File: src/rtl/hetszegmens_pkg.sv
`default_nettype none
// ============================================================================
// hetszegmens_pkg : shared constants and hex-to-7-segment table (a=bit6..g=bit0)
// Revision 1.0 - initial release
// ============================================================================
package hetszegmens_pkg;

    localparam logic [7:0] SEG_OFF = 8'h00;

    localparam logic [6:0] SEG_TABLE [16] = '{
        7'h7E, 7'h30, 7'h6D, 7'h79, 7'h33, 7'h5B, 7'h5F, 7'h70,
        7'h7F, 7'h7B, 7'h77, 7'h1F, 7'h4E, 7'h3D, 7'h4F, 7'h47
    };

    function automatic logic [6:0] seg_of(input logic [3:0] nibble);
        return SEG_TABLE[nibble];
    endfunction

endpackage
`default_nettype wire

File: src/rtl/hetszegmens_mux_dekod.sv
`default_nettype none
// ============================================================================
// hetszeg_dekod : combinational nibble -> a..g segment pattern (1 = lit)
// Revision 1.0 - initial release
// ============================================================================
module hetszeg_dekod
    import hetszegmens_pkg::*;
(
    input  logic [3:0] nibble_i,
    output logic [6:0] seg_o
);

    assign seg_o = seg_of(nibble_i);

endmodule
`default_nettype wire

File: src/rtl/hetszegmens_mux.sv
`default_nettype none
// ============================================================================
// hetszegmens_mux : multiplexed DIGITS-digit hex 7-segment driver, frame-
// synchronous tear-free updates. HETSZEGMENS_LZB_EN enables leading-zero blanking.
// Revision 1.0 - initial release
// ============================================================================
module hetszegmens_mux
    import hetszegmens_pkg::*;
#(
    parameter int DIGITS         = 4,
    parameter int PRESCALE       = 1000,
    parameter int SEG_ACTIVE_LOW = 0,
    parameter int AN_ACTIVE_LOW  = 0
) (
    input  logic                  clk,
    input  logic                  rst,
    input  logic [4*DIGITS-1:0]   data_in,
    input  logic [DIGITS-1:0]     dp_in,
    input  logic                  load,
    output logic [7:0]            seg,
    output logic [DIGITS-1:0]     an,
    output logic                  frame_done
);

    localparam int IDX_W  = (DIGITS > 1)   ? $clog2(DIGITS)   : 1;
    localparam int PCNT_W = (PRESCALE > 1) ? $clog2(PRESCALE) : 1;
    localparam logic [7:0]        SEG_RST = (SEG_ACTIVE_LOW != 0) ? ~SEG_OFF : SEG_OFF;
    localparam logic [DIGITS-1:0] AN_RST  = (AN_ACTIVE_LOW != 0) ? '1 : '0;

    logic [PCNT_W-1:0]   pcnt_q,       pcnt_d;
    logic [IDX_W-1:0]    idx_q,        idx_d;
    logic [4*DIGITS-1:0] active_q,     active_d;
    logic [DIGITS-1:0]   active_dp_q,  active_dp_d;
    logic [4*DIGITS-1:0] pending_q,    pending_d;
    logic [DIGITS-1:0]   pending_dp_q, pending_dp_d;
    logic                pend_valid_q, pend_valid_d;
    logic                frame_done_q, frame_done_d;
    logic [7:0]          seg_q,        seg_d;
    logic [DIGITS-1:0]   an_q,         an_d;

    logic                w_tick;
    logic                w_boundary;
    logic [3:0]          w_nibble;
    logic [6:0]          w_seg7;
    logic                w_blank;
    logic [7:0]          w_seg_lit;
    logic [DIGITS-1:0]   w_an_lit;

    assign w_tick     = (pcnt_q == PCNT_W'(PRESCALE - 1));
    assign w_boundary = w_tick && (idx_q == IDX_W'(DIGITS - 1));
    assign w_nibble   = active_q[4*idx_q +: 4];

    hetszeg_dekod u_dekod (
        .nibble_i (w_nibble),
        .seg_o    (w_seg7)
    );

`ifdef HETSZEGMENS_LZB_EN
    // Blank when this digit and every more-significant digit are zero.
    assign w_blank = (idx_q != '0) && ((active_q >> (4*idx_q)) == '0);
`else
    assign w_blank = 1'b0;
`endif

    assign w_seg_lit = {active_dp_q[idx_q], w_blank ? 7'h00 : w_seg7};
    assign w_an_lit  = DIGITS'(1) << idx_q;

    always_comb begin
        pcnt_d       = w_tick ? '0 : pcnt_q + 1'b1;
        idx_d        = idx_q;
        active_d     = active_q;
        active_dp_d  = active_dp_q;
        pending_d    = pending_q;
        pending_dp_d = pending_dp_q;
        pend_valid_d = pend_valid_q;
        frame_done_d = w_boundary;
        seg_d        = (SEG_ACTIVE_LOW != 0) ? ~w_seg_lit : w_seg_lit;
        an_d         = (AN_ACTIVE_LOW != 0)  ? ~w_an_lit  : w_an_lit;

        if (w_tick) begin
            idx_d = (idx_q == IDX_W'(DIGITS - 1)) ? '0 : idx_q + 1'b1;
        end

        // A load landing on the boundary bypasses the pending stage entirely.
        if (w_boundary) begin
            if (load) begin
                active_d    = data_in;
                active_dp_d = dp_in;
            end else if (pend_valid_q) begin
                active_d    = pending_q;
                active_dp_d = pending_dp_q;
            end
            pend_valid_d = 1'b0;
        end else if (load) begin
            pending_d    = data_in;
            pending_dp_d = dp_in;
            pend_valid_d = 1'b1;
        end
    end

    always_ff @(posedge clk) begin
        if (rst) begin
            pcnt_q       <= '0;
            idx_q        <= '0;
            active_q     <= '0;
            active_dp_q  <= '0;
            pending_q    <= '0;
            pending_dp_q <= '0;
            pend_valid_q <= 1'b0;
            frame_done_q <= 1'b0;
            seg_q        <= SEG_RST;
            an_q         <= AN_RST;
        end else begin
            pcnt_q       <= pcnt_d;
            idx_q        <= idx_d;
            active_q     <= active_d;
            active_dp_q  <= active_dp_d;
            pending_q    <= pending_d;
            pending_dp_q <= pending_dp_d;
            pend_valid_q <= pend_valid_d;
            frame_done_q <= frame_done_d;
            seg_q        <= seg_d;
            an_q         <= an_d;
        end
    end

    assign seg        = seg_q;
    assign an         = an_q;
    assign frame_done = frame_done_q;

endmodule
`default_nettype wire

File: config.mk
export PLATFORM = sky130hd
export DESIGN_NAME = hetszegmens_mux
export DESIGN_NICKNAME = d
export VERILOG_FILES = /design/src/rtl/hetszegmens_pkg.sv /design/src/rtl/hetszegmens_mux_dekod.sv /design/src/rtl/hetszegmens_mux.sv
export SDC_FILE = /design/constraint.sdc
export NUM_CORES = 1
export LEC_CHECK = 0
export CORE_MARGIN = 2
export CORE_UTILIZATION = 55
export DETAILED_ROUTE_END_ITERATION = 8
export GPL_ROUTABILITY_DRIVEN = 1
export HOLD_SLACK_MARGIN = 0.12
export PLACE_DENSITY = 0.79
export SETUP_SLACK_MARGIN = 0.2
export SLEW_MARGIN = 20
export SYNTH_ARGS = -nofsm -noshare
export SYNTH_HDL_FRONTEND = slang
export SYNTH_SLANG_ARGS = --single-unit
File: constraint.sdc
create_clock -name clk -period 2.1 [get_ports clk]
set_input_delay 0.42 -clock clk [delete_from_list [all_inputs] [get_ports clk]]
set_output_delay 0.42 -clock clk [all_outputs]
set_load 0.02 [all_outputs]
==> impl_metrics.env <==
export IMPL_grtUsageTotal_pct=19.82
export IMPL_grt_max_degree=34
export IMPL_tritoncts="built"
export IMPL_postRouteAntennaNets=0
export IMPL_core_area_um2=5075
export IMPL_critical_path_class="flop to flop"
export IMPL_grt_pass1_vias=2073
export IMPL_setup_ws_ps=223.1
export IMPL_wl_um=5520
export IMPL_dp_slack_ps=-1.742
export IMPL_p_leak_uw=0.001359
export IMPL_fin_cells=397
export IMPL_synth_area_um2=2880
export IMPL_worstMarginPinSlew_ps=438.1
export IMPL_gp_congestion=0.8305
export IMPL_vias_per_cell=5.385
export IMPL_cp_slowest_cell="mux4_2"
export IMPL_pin_count=36
export IMPL_die_area_um2=5832
export IMPL_worst_r2r_setup_slack_ps=220
export IMPL_fin_crit_ps=1877
export IMPL_ys_flop_type="dfxtp_1"
export IMPL_htreeDepth=3
export IMPL_grt_setup_unrepaired="yes"
export IMPL_finalCritPeriodShare_pct=89.38
export IMPL_synth_cell_types=30
export IMPL_synth_top_cells_by_count="66 x dfxtp_1, 45 x mux2i_1, 42 x nor2_1, 23 x a211oi_1, 23 x a21oi_1"
export IMPL_synth_net_count=315
export IMPL_dp_cells=376
export IMPL_cp_max_fo=5
export IMPL_yosysWarningCount=0
export IMPL_clk_latency_ps=340
export IMPL_drcViolationCount=0
export IMPL_antenna_found_initial=0
export IMPL_drive_above_1_share_pct=14.37
export IMPL_fp_dieW_um=76.37
export IMPL_synthCells=283
export IMPL_syn_avg_cell_area_um2=10.18
export IMPL_synthTopCellsByArea="dfxtp_1 46%, mux2i_1 16%, a211oi_1 6.0%"
export IMPL_relSlewSlack_pct=70.57
export IMPL_ys_async_sr_fraction_pct=0
export IMPL_die_h_um=76.37
export IMPL_cts_buffer_depth=2
export IMPL_synth_seq_area_share_pct=45.87
export IMPL_layout_nets=355
export IMPL_synth_most_common_cell="dfxtp_1"
export IMPL_ir_drop_v=0.0004906
export IMPL_finalSetupTns_ps=0
export IMPL_areaGrowthSynthToFinish_pct=22.72
export IMPL_synth_top_area_cell="dfxtp_1"
export IMPL_worstSetupEndpointType="flop"
export IMPL_postCtsHoldBufs=0
export IMPL_holdCritPathClass="input port to flop"
export IMPL_cp_data_arrival_time_ps=2150
export IMPL_wire_per_inst_um=13.90
export IMPL_cpMostUsedCell="mux4_2"
export IMPL_clkSlewWorstSetupHoldPaths_ps=70
export IMPL_ys_ff_latch=66
export IMPL_pwr_density_cell_nw_per_um2=691.3
export IMPL_cp_slowest_stage_delay_ps=590
export IMPL_finClkSkew_ps=7.459
export IMPL_status="completed"
export IMPL_grt_pass1_wl_um=9211
export IMPL_cap_violations=0
export IMPL_hpwlAfterDp_um=3740
export IMPL_setup_violations_final=0
export IMPL_first_pass_iters=4
export IMPL_design_area_um2=3535
export IMPL_diodes=0
export IMPL_required_ps=2370
export IMPL_hold_viol_final=0
export IMPL_cts_sinks=66
export IMPL_start_kind="flop"
export IMPL_place_area_um2=3303
export IMPL_rows=26
export IMPL_synth_edf_count=0
export IMPL_slew_violations=0
export IMPL_synth_top_area_share_pct=45.87
export IMPL_port_buffers=35
export IMPL_first_iter_violations=74
export IMPL_cts_root_buf="clkbuf_8"
export IMPL_cts_buffers=9
export IMPL_vias=2138
export IMPL_fmax_ghz=0.5328
export IMPL_start_util_pct=56.76
export IMPL_cp_cell_sequence="mux4_2 > inv_2 > ha_1 > inv_1 > mux4_2 > nor2_1"
export IMPL_overflow=0
-- cells in the final DEF (no fill, tap or decap), drive strengths merged --
| cell | instances |
|---|---|
| dfxtp | 66 |
| mux2i | 45 |
| nor2 | 42 |
| clkdlybuf4s50 | 34 |
| a211oi | 23 |
| a21oi | 23 |
| buf | 17 |
| clkbuf | 13 |
| ha | 9 |
| inv | 7 |
| xnor2 | 6 |
| mux4 | 5 |
| nor3 | 5 |
| nand2 | 4 |
| or2 | 4 |
| nand3 | 4 |
| nor3b | 3 |
| a311oi | 3 |
| nand4 | 2 |
| xor2 | 2 |
| nand4b | 1 |
| o41ai | 1 |
| and3b | 1 |
| a22o | 1 |
| a221o | 1 |
| nor4 | 1 |
| and2 | 1 |
| nor2b | 1 |
| clkinv | 1 |
| clkinvlp | 1 |
-- flip-flops by register name (all words and copies together), names as in the netlist --
name          flops
active_dp_q       4
active_q         16
an                4
frame_done        1
idx_q             2
pcnt_q           10
pend_valid_q      1
pending_dp_q      4
pending_q        16
seg               8
-- metrics by stage --
| step | hold WS [ps] | power, uW | util [%] |
|---|---|---|---|
| after floorplan | 429.7 | 1452 | - |
| after global placement | 443.0 | 1538 | 65.09 |
| after detailed placement | 456.2 | 1544 | 65.09 |
| after CTS | 396.0 | 2469 | 68.89 |
| after global routing | 416.4 | 2550 | 69.65 |
| final | 410.3 | 2444 | 69.65 |
-- worst max-delay path, delay by kind of cell, from the launching register on --
| family | cells | cell delay (ps) |
|---|---|---|
| flip-flops | 1 | 390 |
| buffers and inverters | 2 | 160 |
| multiplexers | 2 | 1030 |
| AND/OR/NAND/NOR | 1 | 110 |
| adder cells (fa/ha/maj) | 1 | 120 |
-- metal layers --
metal | routed length (um) | global-route usage (%) | vias up
met1 | 2555 | 24.22 | 993
li1 | - | - | 1095
met5 | 0 | 0 | -
met4 | 90 | 8.182 | 0
met2 | 2674 | 32.30 | 40
met3 | 199 | 6.398 | 10
-- cell type report --
cell class,count,area (um2)
Multi-Input combinational cell,188,1443
Sequential cell,66,1325
Timing Repair Buffer,51,481.7
Fill cell,404,1540
Clock buffer,13,158.9
Clock inverter,2,12.51
Tap cell,70,87.58
Inverter,7,26.28
-- report_power, final --
| part | switching [uW] | internal (uW) |
|---|---|---|
| sequential | 18.1 | 1290 |
| combinational | 99.8 | 109 |
| clock | 445 | 485 |
| total | 563 | 1880 |
-- worst paths after layout --
path	end	start	cells after the start
worst max-delay path	seg[3]	idx_q[0]	6
worst min-delay path	pending_dp_q[0]	rst	2
worst max register to register	seg[3]	idx_q[0]	6
worst min register to register	pcnt_q[0]	pcnt_q[0]	1
-- cells by family (layout without fill, tap and decap cells) --
logic type / after synthesis / after routing / share of synthesized area, %
DFF: 66 / 66 / 45.87
adders and majority gates: 9 / 9 / 3.910
muxes: 50 / 50 / 19.55
and+or+nand+nor: 69 / 69 / 11.42
xor gates and xnor gates: 8 / 8 / 2.433
AOI/OAI and AO/OA: 52 / 52 / 12.12
buffers and inverters: 29 / 73 / 4.692
-- repair_timing --
action                     CTS  global route
pin swaps                    0             2
buffers inserted             1             5
setup endpoints to repair   26            53
hold endpoints to repair     0             0
gates resized for setup      7             2
(Power assumes the default switching activity.)
==> variant: new RTL, same flow settings <==
Register the output `an` once more, without a reset; this adds one clock of latency there. The other outputs are not delayed to match.
--- a/src/rtl/hetszegmens_mux.sv
+++ b/src/rtl/hetszegmens_mux.sv
@@ -126,5 +126,7 @@
 
     assign seg        = seg_q;
-    assign an         = an_q;
+    always_ff @(posedge clk) begin
+        an <= an_q;
+    end
     assign frame_done = frame_done_q;
 
Check against the original RTL: not equivalent (a bounded check fails within 4 cycles, from zero or initial values and one cycle with rst high).
==> variant against the unedited design <==
  * First-iteration DRC count is 46% higher
  * Via count grew 4.3%
  * Sequential power rose by 6%
  * Sequential share of layout area up 0.051 points
  * Total power rose by 6.9%
  * Wire length rose by 9.5%
  * Sequential cell count grew 4
  * Cell area up 6.4%
  * Clock skew down 0.0018 ns
  * Synthesized cell count is 1.4% higher
  * Worst setup slack improved by 0.019 ns
  * Critical endpoint is now seg[2]$_SDFF_PP0_
  * Area after synthesis rose by 2.8%
  * Utilization is 3.5 points higher
==> variant: results (changes against the unedited design) <==
fillers: 385  # was 404
critical-path-slowest-cell: "mux4_2"  # unchanged
synth_fa_ha_area_share_pct: 3.804  # was 3.910%
ys_seq_area_share_pct: 47.34  # was 45.87%
cpLargestDelayFamily: "multiplexers"  # unchanged
slew-limit-headroom_pct: 63.59  # was 70.57%
cts_hold_buffers: 0  # unchanged
synth_fp_nets: 319  # was 315
clock_path_buffers: 2  # unchanged
grt_util_met3_pct: 5.814  # was 6.398%
port_buffers: 35  # unchanged
synth_top_cells_by_area: "dfxtp_1, mux2i_1, a211oi_1"  # unchanged
dp_cells: 382  # was 376
reg.largest.list: "active_q: 16 flops, pending_q: 16 flops, pcnt_q: 10 flops"  # unchanged
grt_util_met1_pct: 25.49  # was 24.22%
netlist_instances: 287  # was 283
remaining_drc_errors: 0  # unchanged
synth_xor_area_share_pct: 2.367  # was 2.433%
grt_pass1_wl_um: 9570  # was 9211 um
routed_wl_um: 6045  # was 5520 um
htreeDepth: 3  # unchanged
synthFlopType: "dfxtp_1"  # unchanged
fin_skew_ns: 0.005647  # was 0.007459 ns
dpl-instance-area_mm2: 0.003423  # was 0.003303 mm^2
dp_hpwl_um: 3927  # was 3740 um
vias_per_cell: 5.452  # was 5.385
antenna_found_initial: 0  # unchanged
arrival_ns: 2.10  # was 2.15 ns
use_met2_pct: 31.91  # was 32.30%
grt_use_total_pct: 20.30  # was 19.82%
p_leak_nw: 1.460  # was 1.359 nW
yosys-top-cells-count: "dfxtp_1, mux2i_1, nor2_1"  # unchanged
initialDrtViolationCount: 108  # was 74
stdcell_count: 409  # was 397
async_reset_ff_share_pct: 0  # unchanged
cts_buffers: 9  # unchanged
ys_warn_count: 0  # unchanged
first_pass_iters: 4  # unchanged
grt_max_degree: 26  # was 34
place_congestion: 0.8352  # was 0.8305
hold_class: "register to register"  # was primary input to register
cts_root_buf: "clkbuf_8"  # unchanged
post-place-ws_ns: 0.04029  # was -0.001742 ns
slowest_delay_ns: 0.57  # was 0.59 ns
antenna_cells: 0  # unchanged
synth_compound_gate_area_share_pct: 11.79  # was 12.12%
drive_gt1_share_pct: 17.70  # was 14.37%
ys_types: 30  # unchanged
clk_pin_slew_ns: 0.07  # about the same
vdd_ir_drop_max_mv: 0.5766  # was 0.4906 mV
grt_pass1_vias: 2120  # was 2,073
synthMuxAreaShare_pct: 19.02  # was 19.55%
insertion_delay_ns: 0.34  # about the same
status: "completed"  # unchanged
cp_max_fo: 7  # was 5
nets: 367  # was 355
variant: what timing repair did:
item,4_1_cts,5_1_grt
endpoints found under the hold margin,0,0
resized for setup,2,14
setup endpoints to repair,45,48
pin swaps,1,2
setup buffers,2,9
cloned,0,1
variant: final timing paths:
check	start	end	slack, ns	cells after the start
setup reg to reg	idx_q[0]$_SDFFE_PP0N_	seg[2]$_SDFF_PP0_	0.24	7
setup / recovery	idx_q[0]$_SDFFE_PP0N_	seg[2]$_SDFF_PP0_	0.24	7
hold reg to reg	an_q[3]$_SDFF_PP0_	an[3]$_DFF_P_	0.33	0
hold / removal	an_q[3]$_SDFF_PP0_	an[3]$_DFF_P_	0.33	0
variant: routing by layer:
metal  share of wire, %  wire length (um)  vias to the layer above
li1                   -                 -                     1123
met1                 46              2808                     1035
met2                 47              2865                       59
met3                3.9               234                       13
met4                2.2               136                        0
met5                  0                 0                        -
variant: cell families after synthesis:
| kind of cell | count (synthesis) |
|---|---|
| flops | 70 |
| xor+xnor | 8 |
| buf+inv | 29 |
| fa+ha+maj | 9 |
| simple gates | 69 |
| mux | 50 |
| compound gates | 52 |
variant: where the power goes:
| part | switching, mW | internal (mW) | total, mW |
|---|---|---|---|
| logic | 0.105 | 0.120 | 0.225 |
| registers | 0.0205 | 1.36 | 1.38 |
| clock network | 0.450 | 0.553 | 1.00 |
variant: final cells by class:
cell class | instances | area [um^2] | area share [%]
Timing Repair Buffer | 59 | 588.1 | 15.64
Inverter | 7 | 26.28 | 0.6988
Multi-Input combinational cell | 188 | 1460 | 38.84
Tap cell | 70 | 87.58 | 2.329
Sequential cell | 70 | 1411 | 37.54
Clock buffer | 15 | 186.4 | 4.958
